$ cat src/rtl/spi_pkg.sv
// Shared types and constants for the SPI frame controller slice.
package spi_pkg;

  typedef enum logic [2:0] {
    IDLE  = 3'd0,
    ARM   = 3'd1,
    SETUP = 3'd2,
    XFER  = 3'd3,
    HOLD  = 3'd4,
    DONE  = 3'd5
  } spi_frame_state_t;

  typedef struct packed {
    logic cpol;
    logic cpha;
  } spi_mode_t;

  localparam logic [15:0] SPI_MIN_PRESCALER = 16'd1;

  // A zero half-period would stall the prescaler, so it is raised to the minimum.
  function automatic logic [15:0] spi_clamp_prescaler(input logic [15:0] value);
    if (value < SPI_MIN_PRESCALER) begin
      return SPI_MIN_PRESCALER;
    end else begin
      return value;
    end
  endfunction

endpackage

$ cat src/rtl/spi_frame_ctrl_if.sv
// Front-end side of the SPI frame controller: start/config/data and status.
interface spi_frame_ctrl_if #(
  parameter int DATA_WIDTH = 8
) ();

  logic                  start_i;
  logic [DATA_WIDTH-1:0] tx_data_i;
  logic                  cpol_i;
  logic                  cpha_i;
  logic [15:0]           prescaler_i;
  logic                  busy_o;
  logic                  done_o;
  logic [DATA_WIDTH-1:0] rx_data_o;

  // Register front-end: issues requests, observes status.
  modport master (
    output start_i, tx_data_i, cpol_i, cpha_i, prescaler_i,
    input  busy_o, done_o, rx_data_o
  );

  // Frame controller: consumes requests, reports status.
  modport slave (
    input  start_i, tx_data_i, cpol_i, cpha_i, prescaler_i,
    output busy_o, done_o, rx_data_o
  );

endinterface

$ cat src/rtl/spi_shifter.sv
// Transmit/receive shift registers for one SPI frame. MOSI is a registered
// copy of the transmit MSB, updated only when the controller presents a bit,
// so CPHA=1 can hold the line until the first leading edge.
module spi_shifter #(
  parameter int DATA_WIDTH = 8
) (
  input  logic                  clk_i,
  input  logic                  rst_i,
  input  logic                  load_i,
  input  logic [DATA_WIDTH-1:0] load_data_i,
  input  logic                  present_i,
  input  logic                  sample_i,
  input  logic                  miso_i,
  output logic                  mosi_o,
  output logic [DATA_WIDTH-1:0] rx_word_o
);

  logic [DATA_WIDTH-1:0] tx_sh_r;
  logic [DATA_WIDTH-1:0] rx_sh_r;
  logic                  mosi_r;

  // Load a new word, present the next MSB on MOSI, and shift sampled bits in at the LSB.
  always_ff @(posedge clk_i) begin
    if (rst_i) begin
      tx_sh_r <= {DATA_WIDTH{1'b0}};
      rx_sh_r <= {DATA_WIDTH{1'b0}};
      mosi_r  <= 1'b0;
    end else if (load_i) begin
      rx_sh_r <= {DATA_WIDTH{1'b0}};
      if (present_i) begin
        mosi_r  <= load_data_i[DATA_WIDTH-1];
        tx_sh_r <= {load_data_i[DATA_WIDTH-2:0], 1'b0};
      end else begin
        tx_sh_r <= load_data_i;
      end
    end else begin
      if (present_i) begin
        mosi_r  <= tx_sh_r[DATA_WIDTH-1];
        tx_sh_r <= {tx_sh_r[DATA_WIDTH-2:0], 1'b0};
      end
      if (sample_i) begin
        rx_sh_r <= {rx_sh_r[DATA_WIDTH-2:0], miso_i};
      end
    end
  end

  assign mosi_o    = mosi_r;
  assign rx_word_o = rx_sh_r;

endmodule

$ cat src/rtl/spi_frame_ctrl.sv
// Sequences one full-duplex SPI frame from external prescaler edge pulses.
// Every pulse in XFER is one SCLK edge; odd edges lead, even edges trail.
module spi_frame_ctrl
  import spi_pkg::*;
#(
  parameter int DATA_WIDTH = 8
) (
  input  logic        clk_i,
  input  logic        rst_i,
  spi_frame_ctrl_if.slave bus,
  output logic        prescaler_stb_o,
  output logic [15:0] prescaler_o,
  input  logic        high_pulse_i,
  input  logic        low_pulse_i,
  output logic        sclk_o,
  output logic        mosi_o,
  output logic        cs_o,
  input  logic        miso_i
);

  localparam int EDGES = 2 * DATA_WIDTH;
  localparam int CNT_W = $clog2(EDGES) + 1;
  localparam logic [CNT_W-1:0] LAST_EDGE = CNT_W'(EDGES);

  spi_frame_state_t      state_r;
  spi_mode_t             mode_r;
  logic                  arm_second_r;
  logic [CNT_W-1:0]      edge_cnt_r;
  logic                  cs_r;
  logic                  busy_r;
  logic                  done_r;
  logic                  sclk_r;
  logic                  stb_r;
  logic [15:0]           presc_r;
  logic [DATA_WIDTH-1:0] rx_data_r;

  logic                  pulse_s;
  logic                  accept_s;
  logic [CNT_W-1:0]      edge_num_s;
  logic                  leading_s;
  logic                  last_edge_s;
  logic                  xfer_edge_s;
  logic                  load_s;
  logic                  present_s;
  logic                  sample_s;
  logic [DATA_WIDTH-1:0] rx_word_s;

  // Pulse type is irrelevant: the prescaler's clock parity is unknown to us.
  assign pulse_s     = high_pulse_i | low_pulse_i;
  assign accept_s    = (state_r == IDLE) && bus.start_i;
  assign edge_num_s  = edge_cnt_r + CNT_W'(1);
  assign leading_s   = edge_num_s[0];
  assign last_edge_s = (edge_num_s == LAST_EDGE);
  assign xfer_edge_s = (state_r == XFER) && pulse_s;

  // Decide per cycle whether the shifter loads, presents a bit, or samples MISO.
  always_comb begin
    load_s    = 1'b0;
    present_s = 1'b0;
    sample_s  = 1'b0;
    if (accept_s) begin
      load_s    = 1'b1;
      present_s = ~bus.cpha_i;
    end else if (xfer_edge_s) begin
      if (mode_r.cpha) begin
        present_s = leading_s;
        sample_s  = ~leading_s;
      end else begin
        sample_s  = leading_s;
        present_s = ~leading_s & ~last_edge_s;
      end
    end else begin
      load_s    = 1'b0;
      present_s = 1'b0;
      sample_s  = 1'b0;
    end
  end

  spi_shifter #(
    .DATA_WIDTH(DATA_WIDTH)
  ) u_shifter (
    .clk_i       (clk_i),
    .rst_i       (rst_i),
    .load_i      (load_s),
    .load_data_i (bus.tx_data_i),
    .present_i   (present_s),
    .sample_i    (sample_s),
    .miso_i      (miso_i),
    .mosi_o      (mosi_o),
    .rx_word_o   (rx_word_s)
  );

  // Frame FSM with edge counter, ARM blanking and all registered outputs.
  always_ff @(posedge clk_i) begin
    if (rst_i) begin
      state_r      <= IDLE;
      mode_r       <= spi_mode_t'(2'b00);
      arm_second_r <= 1'b0;
      edge_cnt_r   <= {CNT_W{1'b0}};
      cs_r         <= 1'b1;
      busy_r       <= 1'b0;
      done_r       <= 1'b0;
      sclk_r       <= 1'b0;
      stb_r        <= 1'b0;
      presc_r      <= 16'd0;
      rx_data_r    <= {DATA_WIDTH{1'b0}};
    end else begin
      stb_r  <= 1'b0;
      done_r <= 1'b0;
      case (state_r)
        IDLE: begin
          sclk_r <= bus.cpol_i;
          if (bus.start_i) begin
            mode_r       <= spi_mode_t'({bus.cpol_i, bus.cpha_i});
            presc_r      <= spi_clamp_prescaler(bus.prescaler_i);
            stb_r        <= 1'b1;
            cs_r         <= 1'b0;
            busy_r       <= 1'b1;
            arm_second_r <= 1'b0;
            edge_cnt_r   <= {CNT_W{1'b0}};
            state_r      <= ARM;
          end
        end
        ARM: begin
          // Pulses are deliberately ignored: they belong to the previous count.
          if (arm_second_r) begin
            state_r <= SETUP;
          end else begin
            arm_second_r <= 1'b1;
          end
        end
        SETUP: begin
          if (pulse_s) begin
            state_r <= XFER;
          end
        end
        XFER: begin
          if (pulse_s) begin
            sclk_r     <= ~sclk_r;
            edge_cnt_r <= edge_num_s;
            if (last_edge_s) begin
              state_r <= HOLD;
            end
          end
        end
        HOLD: begin
          if (pulse_s) begin
            sclk_r    <= mode_r.cpol;
            cs_r      <= 1'b1;
            busy_r    <= 1'b0;
            done_r    <= 1'b1;
            rx_data_r <= rx_word_s;
            state_r   <= DONE;
          end
        end
        DONE: begin
          state_r <= IDLE;
        end
        default: begin
          cs_r    <= 1'b1;
          busy_r  <= 1'b0;
          state_r <= IDLE;
        end
      endcase
    end
  end

  assign cs_o            = cs_r;
  assign sclk_o          = sclk_r;
  assign prescaler_stb_o = stb_r;
  assign prescaler_o     = presc_r;
  assign bus.busy_o      = busy_r;
  assign bus.done_o      = done_r;
  assign bus.rx_data_o   = rx_data_r;

endmodule

$ cat src/flat_wrapper.sv
// flat-port wrapper written by rule: the top's interface ports become plain ports
module spi_frame_ctrl_flat import spi_pkg::*;
#(
  parameter int DATA_WIDTH = 8
)
  (clk_i, rst_i, prescaler_stb_o, prescaler_o, high_pulse_i, low_pulse_i, sclk_o, mosi_o, cs_o, miso_i, bus_start_i, bus_tx_data_i, bus_cpol_i, bus_cpha_i, bus_prescaler_i, bus_busy_o, bus_done_o, bus_rx_data_o);
  spi_frame_ctrl_if #(.DATA_WIDTH(DATA_WIDTH)) bus_i ();
  input  logic clk_i;
  input  logic rst_i;
  output logic prescaler_stb_o;
  output logic [15:0] prescaler_o;
  input  logic high_pulse_i;
  input  logic low_pulse_i;
  output logic sclk_o;
  output logic mosi_o;
  output logic cs_o;
  input  logic miso_i;
  input wire logic [$bits(bus_i.start_i)-1:0] bus_start_i;
  input wire logic [$bits(bus_i.tx_data_i)-1:0] bus_tx_data_i;
  input wire logic [$bits(bus_i.cpol_i)-1:0] bus_cpol_i;
  input wire logic [$bits(bus_i.cpha_i)-1:0] bus_cpha_i;
  input wire logic [$bits(bus_i.prescaler_i)-1:0] bus_prescaler_i;
  output wire logic [$bits(bus_i.busy_o)-1:0] bus_busy_o;
  output wire logic [$bits(bus_i.done_o)-1:0] bus_done_o;
  output wire logic [$bits(bus_i.rx_data_o)-1:0] bus_rx_data_o;
  assign bus_i.start_i = bus_start_i;
  assign bus_i.tx_data_i = bus_tx_data_i;
  assign bus_i.cpol_i = bus_cpol_i;
  assign bus_i.cpha_i = bus_cpha_i;
  assign bus_i.prescaler_i = bus_prescaler_i;
  assign bus_busy_o = bus_i.busy_o;
  assign bus_done_o = bus_i.done_o;
  assign bus_rx_data_o = bus_i.rx_data_o;
  spi_frame_ctrl #(.DATA_WIDTH(DATA_WIDTH)) u_core (.clk_i(clk_i), .rst_i(rst_i), .bus(bus_i), .prescaler_stb_o(prescaler_stb_o), .prescaler_o(prescaler_o), .high_pulse_i(high_pulse_i), .low_pulse_i(low_pulse_i), .sclk_o(sclk_o), .mosi_o(mosi_o), .cs_o(cs_o), .miso_i(miso_i));
endmodule
$ cat config.mk
export PLATFORM = sky130hd
export DESIGN_NAME = spi_frame_ctrl_flat
export DESIGN_NICKNAME = d
export VERILOG_FILES = /design/src/rtl/spi_pkg.sv /design/src/rtl/spi_frame_ctrl_if.sv /design/src/rtl/spi_shifter.sv /design/src/rtl/spi_frame_ctrl.sv /design/src/flat_wrapper.sv
export SDC_FILE = /design/constraint.sdc
export NUM_CORES = 1
export LEC_CHECK = 0
export BUFFER_PORTS_ARGS = -buffer_cell sky130_fd_sc_hd__buf_2
export CAP_MARGIN = 10
export CORE_MARGIN = 4
export CORE_UTILIZATION = 47
export CTS_CLUSTER_SIZE = 20
export DETAILED_ROUTE_END_ITERATION = 10
export HOLD_SLACK_MARGIN = 0.05
export PLACE_DENSITY = 0.81
export SYNTH_ARGS = -nofsm -noshare
export SYNTH_HDL_FRONTEND = slang
export SYNTH_SLANG_ARGS = --single-unit
$ cat constraint.sdc
create_clock -name clk_i -period 1.66 [get_ports clk_i]
set_clock_uncertainty 0.2 [all_clocks]
set_input_delay 0.332 -clock clk_i [delete_from_list [all_inputs] [get_ports clk_i]]
set_output_delay 0.332 -clock clk_i [all_outputs]
set_load 0.1 [all_outputs]
# [After elaboration in Yosys (flattened, before gate mapping)]
# Index checks and enable logic that the tools add are counted.
[classes] add_sub_neg=1 n_lt_le_gt_ge=1 eq_ne=12 muxes=36 bitwise_logic=9 reduce_logical=18
[ops] op="$mux 8" n=3
[ops] op="$mux 1" n=18
[ops] op="$mux 3" n=6
[ops] op="$lt 16x1->1 const B" n=1
[ops] op="$mux 16" n=1
[ops] op="$pmux 3 s5" n=1
[ops] op="$mux 5" n=2
[ops] op="$ne 2x1->1 const B" n=5
[ops] op="$pmux 5 s2" n=1
[ops] op="$pmux 1 s3" n=3
[ops] op="$reduce_and 3->1" n=3
[ops] op="$not 1->1" n=7
[ops] op="$eq 3x2->1 const B" n=2
[ops] op="$eq 3x3->1 const B" n=2
[ops] op="$reduce_and 2->1" n=3
[ops] op="$reduce_and 6->1" n=1
[ops] op="$reduce_bool 2->1" n=3
[ops] op="$reduce_or 2->1" n=3
[ops] op="$add 5x1->5 const B" n=1
[ops] op="$eq 5x5->1 const B" n=1
[ops] op="$reduce_or 4->1" n=1
[ops] op="$eq 3x1->1 const B" n=1
[ops] op="$logic_not 3->1" n=1
[ops] op="$reduce_bool 3->1" n=1
[ops] op="other kinds (5)" n=6
[word_totals] regBits=57 inputBits=32 output_inout_bits=30 word_cells=92

# [Depth between registers and ports, before layout]
[logic_depth] word_depth=9 mapped_depth=7 depth_no_buf=6

# [Modules after synthesis]
# A second synthesis with hierarchy kept.
[unflattened] hier_cells=275 hier_area_um2=2409.8
[modules_own_cells] module="spi_frame_ctrl" n_inst=1 cells_each=217 area_each_um2=1769.2 seq_area_each_um2=800.8
[modules_own_cells] module="spi_shifter" n_inst=1 cells_each=58 area_each_um2=640.6 seq_area_each_um2=340.3

# [Worst setup path after synthesis]
# OpenSTA, ideal clock, no wires.
[synth_timing] kind="register to register" start="register u_core.sclk_r (netlist: u_core.sclk_o)" end="register u_core.sclk_r (netlist: u_core.sclk_o)" setup_ns=0.128 arrival_ns=1.615 required_time_ns=1.332 slack_ns=-0.283 path_stages_with_launch=7 n_path_buf=0 period_less_slack_ns=1.943 cell_sequence="dfxtp_1 > nor2_1 > a22o_1 > a22oi_1 > nand2_1 > mux2i_1 > nor2_1"
[synth_via] elab_chain_len=3
[synth_rtl] item="start: declaration" line="spi_frame_ctrl.sv:32" rtl="logic sclk_r;"
[synth_rtl] item="start signal: assignment" line="spi_frame_ctrl.sv:112" rtl="sclk_r <= bus.cpol_i;"
[synth_rtl] item="start signal: assignment" line="spi_frame_ctrl.sv:139" rtl="sclk_r <= ~sclk_r;"
[synth_rtl] item="start signal: assignment" line="spi_frame_ctrl.sv:148" rtl="sclk_r <= mode_r.cpol;"
[synth_rtl] item="$not 1->1" line="spi_frame_ctrl.sv:139"
[synth_rtl] item="$mux 1" line="spi_frame_ctrl.sv:138" rtl="if (pulse_s) begin"
[synth_rtl] item="$pmux 1 s3" line="spi_frame_ctrl.sv:110" rtl="case (state_r)"
# Every way passes these cells. The select of a mux whose other input is x is not followed.
# A chain may end at the register's enable or synchronous reset.

# [Worst setup path after layout]
[layout_timing] start="register u_core.edge_cnt_r[1]" end="register u_core.u_shifter.tx_sh_r[3]"
[layout_via] elab_chain_len=9 word_cells_on_any_way=10 classes_between="add/sub: 1; eq/ne: 1; mux: 5; bitwise: 2; reduce/logical: 1"
[layout_rtl] item="start: declaration" line="spi_frame_ctrl.sv:28" rtl="logic [CNT_W-1:0] edge_cnt_r;"
[layout_rtl] item="start signal: assignment" line="spi_frame_ctrl.sv:99" rtl="edge_cnt_r <= {CNT_W{1'b0}};"
[layout_rtl] item="start signal: assignment" line="spi_frame_ctrl.sv:120" rtl="edge_cnt_r <= {CNT_W{1'b0}};"
[layout_rtl] item="start signal: assignment" line="spi_frame_ctrl.sv:140" rtl="edge_cnt_r <= edge_num_s;"
[layout_rtl] item="$add 5x1->5 *" line="spi_frame_ctrl.sv:51" rtl="assign edge_num_s = edge_cnt_r + CNT_W'(1);"
[layout_rtl] item="$eq 5x5->1 *" line="spi_frame_ctrl.sv:53" rtl="assign last_edge_s = (edge_num_s == LAST_EDGE);"
[layout_rtl] item="$not 1->1 *" line="spi_frame_ctrl.sv:70" rtl="present_s = ~leading_s & ~last_edge_s;"
[layout_rtl] item="$and 1x1->1 *" line="spi_frame_ctrl.sv:70"
[layout_rtl] item="$mux 1 *" line="spi_frame_ctrl.sv:65" rtl="if (mode_r.cpha) begin"
[layout_rtl] item="$mux 1 *" line="spi_frame_ctrl.sv:64" rtl="end else if (xfer_edge_s) begin"
[layout_rtl] item="$mux 1 *" line="spi_frame_ctrl.sv:61" rtl="if (accept_s) begin"
[layout_rtl] item="$mux 8" line="spi_shifter.sv:30" rtl="if (present_i) begin"
[layout_rtl] item="$mux 8" line="spi_shifter.sv:28" rtl="end else if (load_i) begin"
[layout_rtl] item="end signal: assignment" line="spi_shifter.sv:25" rtl="tx_sh_r <= {DATA_WIDTH{1'b0}};"
[layout_rtl] item="end signal: assignment" line="spi_shifter.sv:32" rtl="tx_sh_r <= {load_data_i[DATA_WIDTH-2:0], 1'b0};"
[layout_rtl] item="end signal: assignment" line="spi_shifter.sv:34" rtl="tx_sh_r <= load_data_i;"
[layout_rtl] item="end: declaration" line="spi_shifter.sv:18" rtl="logic [DATA_WIDTH-1:0] tx_sh_r;"
# Mark *: on every way between the ends. The rest lies on a longest branch, timed or not.

==> impl_metrics.toml <==
[status]
outcome = "finished, violations left"
violations = "setup timing"

[timing]
setup-violations-final = 39
tightest_slew_ns = 0.497
hold-worst-slack_ns = 0.0792
slew_headroom = 0.671
slew_viol_final = 0
fmax_mhz = 558
min_period_ns = 1.79
hold_viol = 0
setup_ws_ns = -0.131
fin_crit_sh = 1.08
rsz0062_at_grt = "yes"
timing.setup.tns_ns = -2.05

[grt]
track_usage = 0.214
antenna_found_initial = 0
grt_max_degree = 27
use_met1 = 0.258
grt_pass1_wl_mm = 10.8
busiest_layer = "met2"
grt_use_met3 = 0.0554
overflow = 0
grt_util_met2 = 0.355
first_global_vias = 2350

[logic_synthesis]
syn_nets = 300
synth_top_cells_by_area = "dfxtp_1, mux2i_1, nor2_1, a22o_1, a21oi_1"
synth_area_per_cell_um2 = 9.37
ys.flop_type = "dfxtp_1"
ys_seq_elements = 57
ys.warnings.count = 0
synth_top_area_share = 0.456
syn_area_um2 = 2500
ys_types = 48
synthArstFlopShare = 0
syn_inst = 267
synth_edf_count = 0
synth_area_leader_cell = "dfxtp_1"
ys_seq_area_frac = 0.456

[die]
die_w_um = 81.0
die_h_um = 81.0
start_util = 0.487
die-area_um2 = 6560
top_level_ports = 62
coreArea_um2 = 5140
row_count = 26

[clocking]
cts_tree = "yes"
clockRootBuffer = "clkbuf_8"
numCtsBuffers = 9
cts_sinks = 57
cts_max_level = 3
clkSlewWorstSetupHoldPaths_ns = 0.06
clock_path_buffers = 2
clk_latency_ns = 0.33

[power]
power_frac_clock = 0.314
powerDensity_nw_per_um2 = 1120
seqPwrFrac = 0.364
intPower_mw = 2.78
max-vdd-ir-drop_v = 0.000830
combinationalPowerShare = 0.322
switching_share = 0.350
finalPower_mw = 4.27
p_sw_mw = 1.49
p_leak_nw = 1.71

[route]
wl_mm = 7.66
drcViolationCount = 0
vias = 2523
first_pass_iters = 4
wl_per_cell_um = 16.9
drt_iter0_drc = 208
postRouteAntennaNets = 0
via_per_inst = 5.58

[critical_path]
path_class = "flip-flop to flip-flop"
crit_path_start_kind = "flip-flop"
cp.arrival_ns = 1.84
critPathMaxFanout = 10
end_kind = "flip-flop"
required_ns = 1.71

[layout]
register_area_um2 = 1160
mostFrequentLayoutCells = "buf_2, dfxtp_1, nor2_1"
stdcell_count = 452
nets = 410
drive_gt1_frac = 0.458
design_area_um2 = 3830
multi_input_area_um2 = 1470
area_growth_pct = 52.9
utilization = 0.744
n_fill_cell = 386
diodes = 0

[worst_hold_path]
min_path_type = "input port to flip-flop"

[placed_design]
place_area_um2 = 3090
place_ws_ns = -0.252
routabilityCongestion = 0.868
post-place-cells = 408
port_buffers = 61
hpwlAfterDp_mm = 4.27

[job]
cap_violations = 0
-- state kept, by name, summed over array words and instances, names as in the netlist --
name,count
u_core.u_shifter.mosi_o,1
u_core.bus.rx_data_o,8
u_core.bus.done_o,1
u_core.prescaler_o,16
u_core.state_r,3
u_core.u_shifter.tx_sh_r,8
u_core.u_shifter.rx_word_o,8
u_core.bus.busy_o,1
u_core.prescaler_stb_o,1
u_core.sclk_o,1
u_core.mode_r,2
u_core.edge_cnt_r,5
u_core.arm_second_r,1
u_core.cs_o,1
-- routing by layer --
layer | part of all wire | vias up | wire length, um
met5 | 0 | - | 0
met4 | 0.016 | 0 | 125
met3 | 0.052 | 15 | 399
met2 | 0.54 | 78 | 4140
met1 | 0.39 | 1233 | 2990
li1 | - | 1197 | -
-- Yosys cell counts, types with 2 or more instances --
cell        n
inv_1       2
clkbuf_1    7
a211oi_1    3
o21ai_2     2
o21ai_0     7
mux2i_1    21
buf_6       2
buf_4       2
nand3_1     6
a21oi_1    20
buf_2       5
a22o_1     15
a2111oi_2   2
nor4_1      5
mux2_2      2
or3b_2      2
nor2_1     38
nor3_1      7
a221oi_2    4
nand2b_1    3
nand2_1    21
a31oi_1     4
nand3b_1    4
nor2_2      2
o21a_1      2
dfxtp_1    57
-- final timing paths --
kind	startpoint	endpoint	slack, ns	cells after the start
worst max-delay path	u_core.edge_cnt_r[1]	u_core.u_shifter.tx_sh_r[3]	-0.13	6
worst min-delay path	bus_prescaler_i[6]	u_core.prescaler_o[6]	0.08	3
worst max register to register	u_core.edge_cnt_r[1]	u_core.u_shifter.tx_sh_r[3]	-0.13	6
worst min register to register	u_core.prescaler_o[5]	u_core.prescaler_o[5]	0.27	2
-- power groups by stage --
stage               combinational [mW]  clock, mW  sequential [mW]
floorplan                        0.457          0             1.97
global placement                  1.09          0             1.57
detailed placement                1.11          0             1.57
CTS                               1.17       1.35             1.54
global route                      1.44       1.41             1.56
finish                            1.38       1.34             1.56
-- cell type report --
class,count,area share
well taps,70,0.0229
inverters,2,0.00196
flip-flops and latches,57,0.302
clock buffers,14,0.0451
clock inverters,2,0.00916
repair buffers,115,0.235
multi-input cells,192,0.383
-- logic make-up (layout without fill, tap and decap cells) --
| family | Yosys count | count (layout) | synth area share |
|---|---|---|---|
| adders and majority gates | 1 | 1 | 0.00500 |
| AOI/OAI and AO/OA | 66 | 66 | 0.197 |
| muxes | 23 | 23 | 0.0930 |
| buffers and inverters | 19 | 133 | 0.0400 |
| and+or+nand+nor | 101 | 102 | 0.209 |
| DFF | 57 | 57 | 0.456 |
-- worst max-delay path, cell delays in order (launching register included) --
cell	delay, ns
dfxtp_4	0.34
buf_4	0.14
ha_4	0.16
a31oi_4	0.24
o21a_4	0.23
a21oi_1	0.12
a221oi_2	0.27
-- what timing repair did --
action                                  4_1_cts  5_1_grt
endpoints found under the setup margin       32       49
hold endpoints to repair                     15        0
hold buffers                                 15        0
pin swaps                                    12       30
gates cloned                                  0        3
gates resized for setup                      22       44
setup buffers                                 5        5
Power figures use the tool's default switching activity.
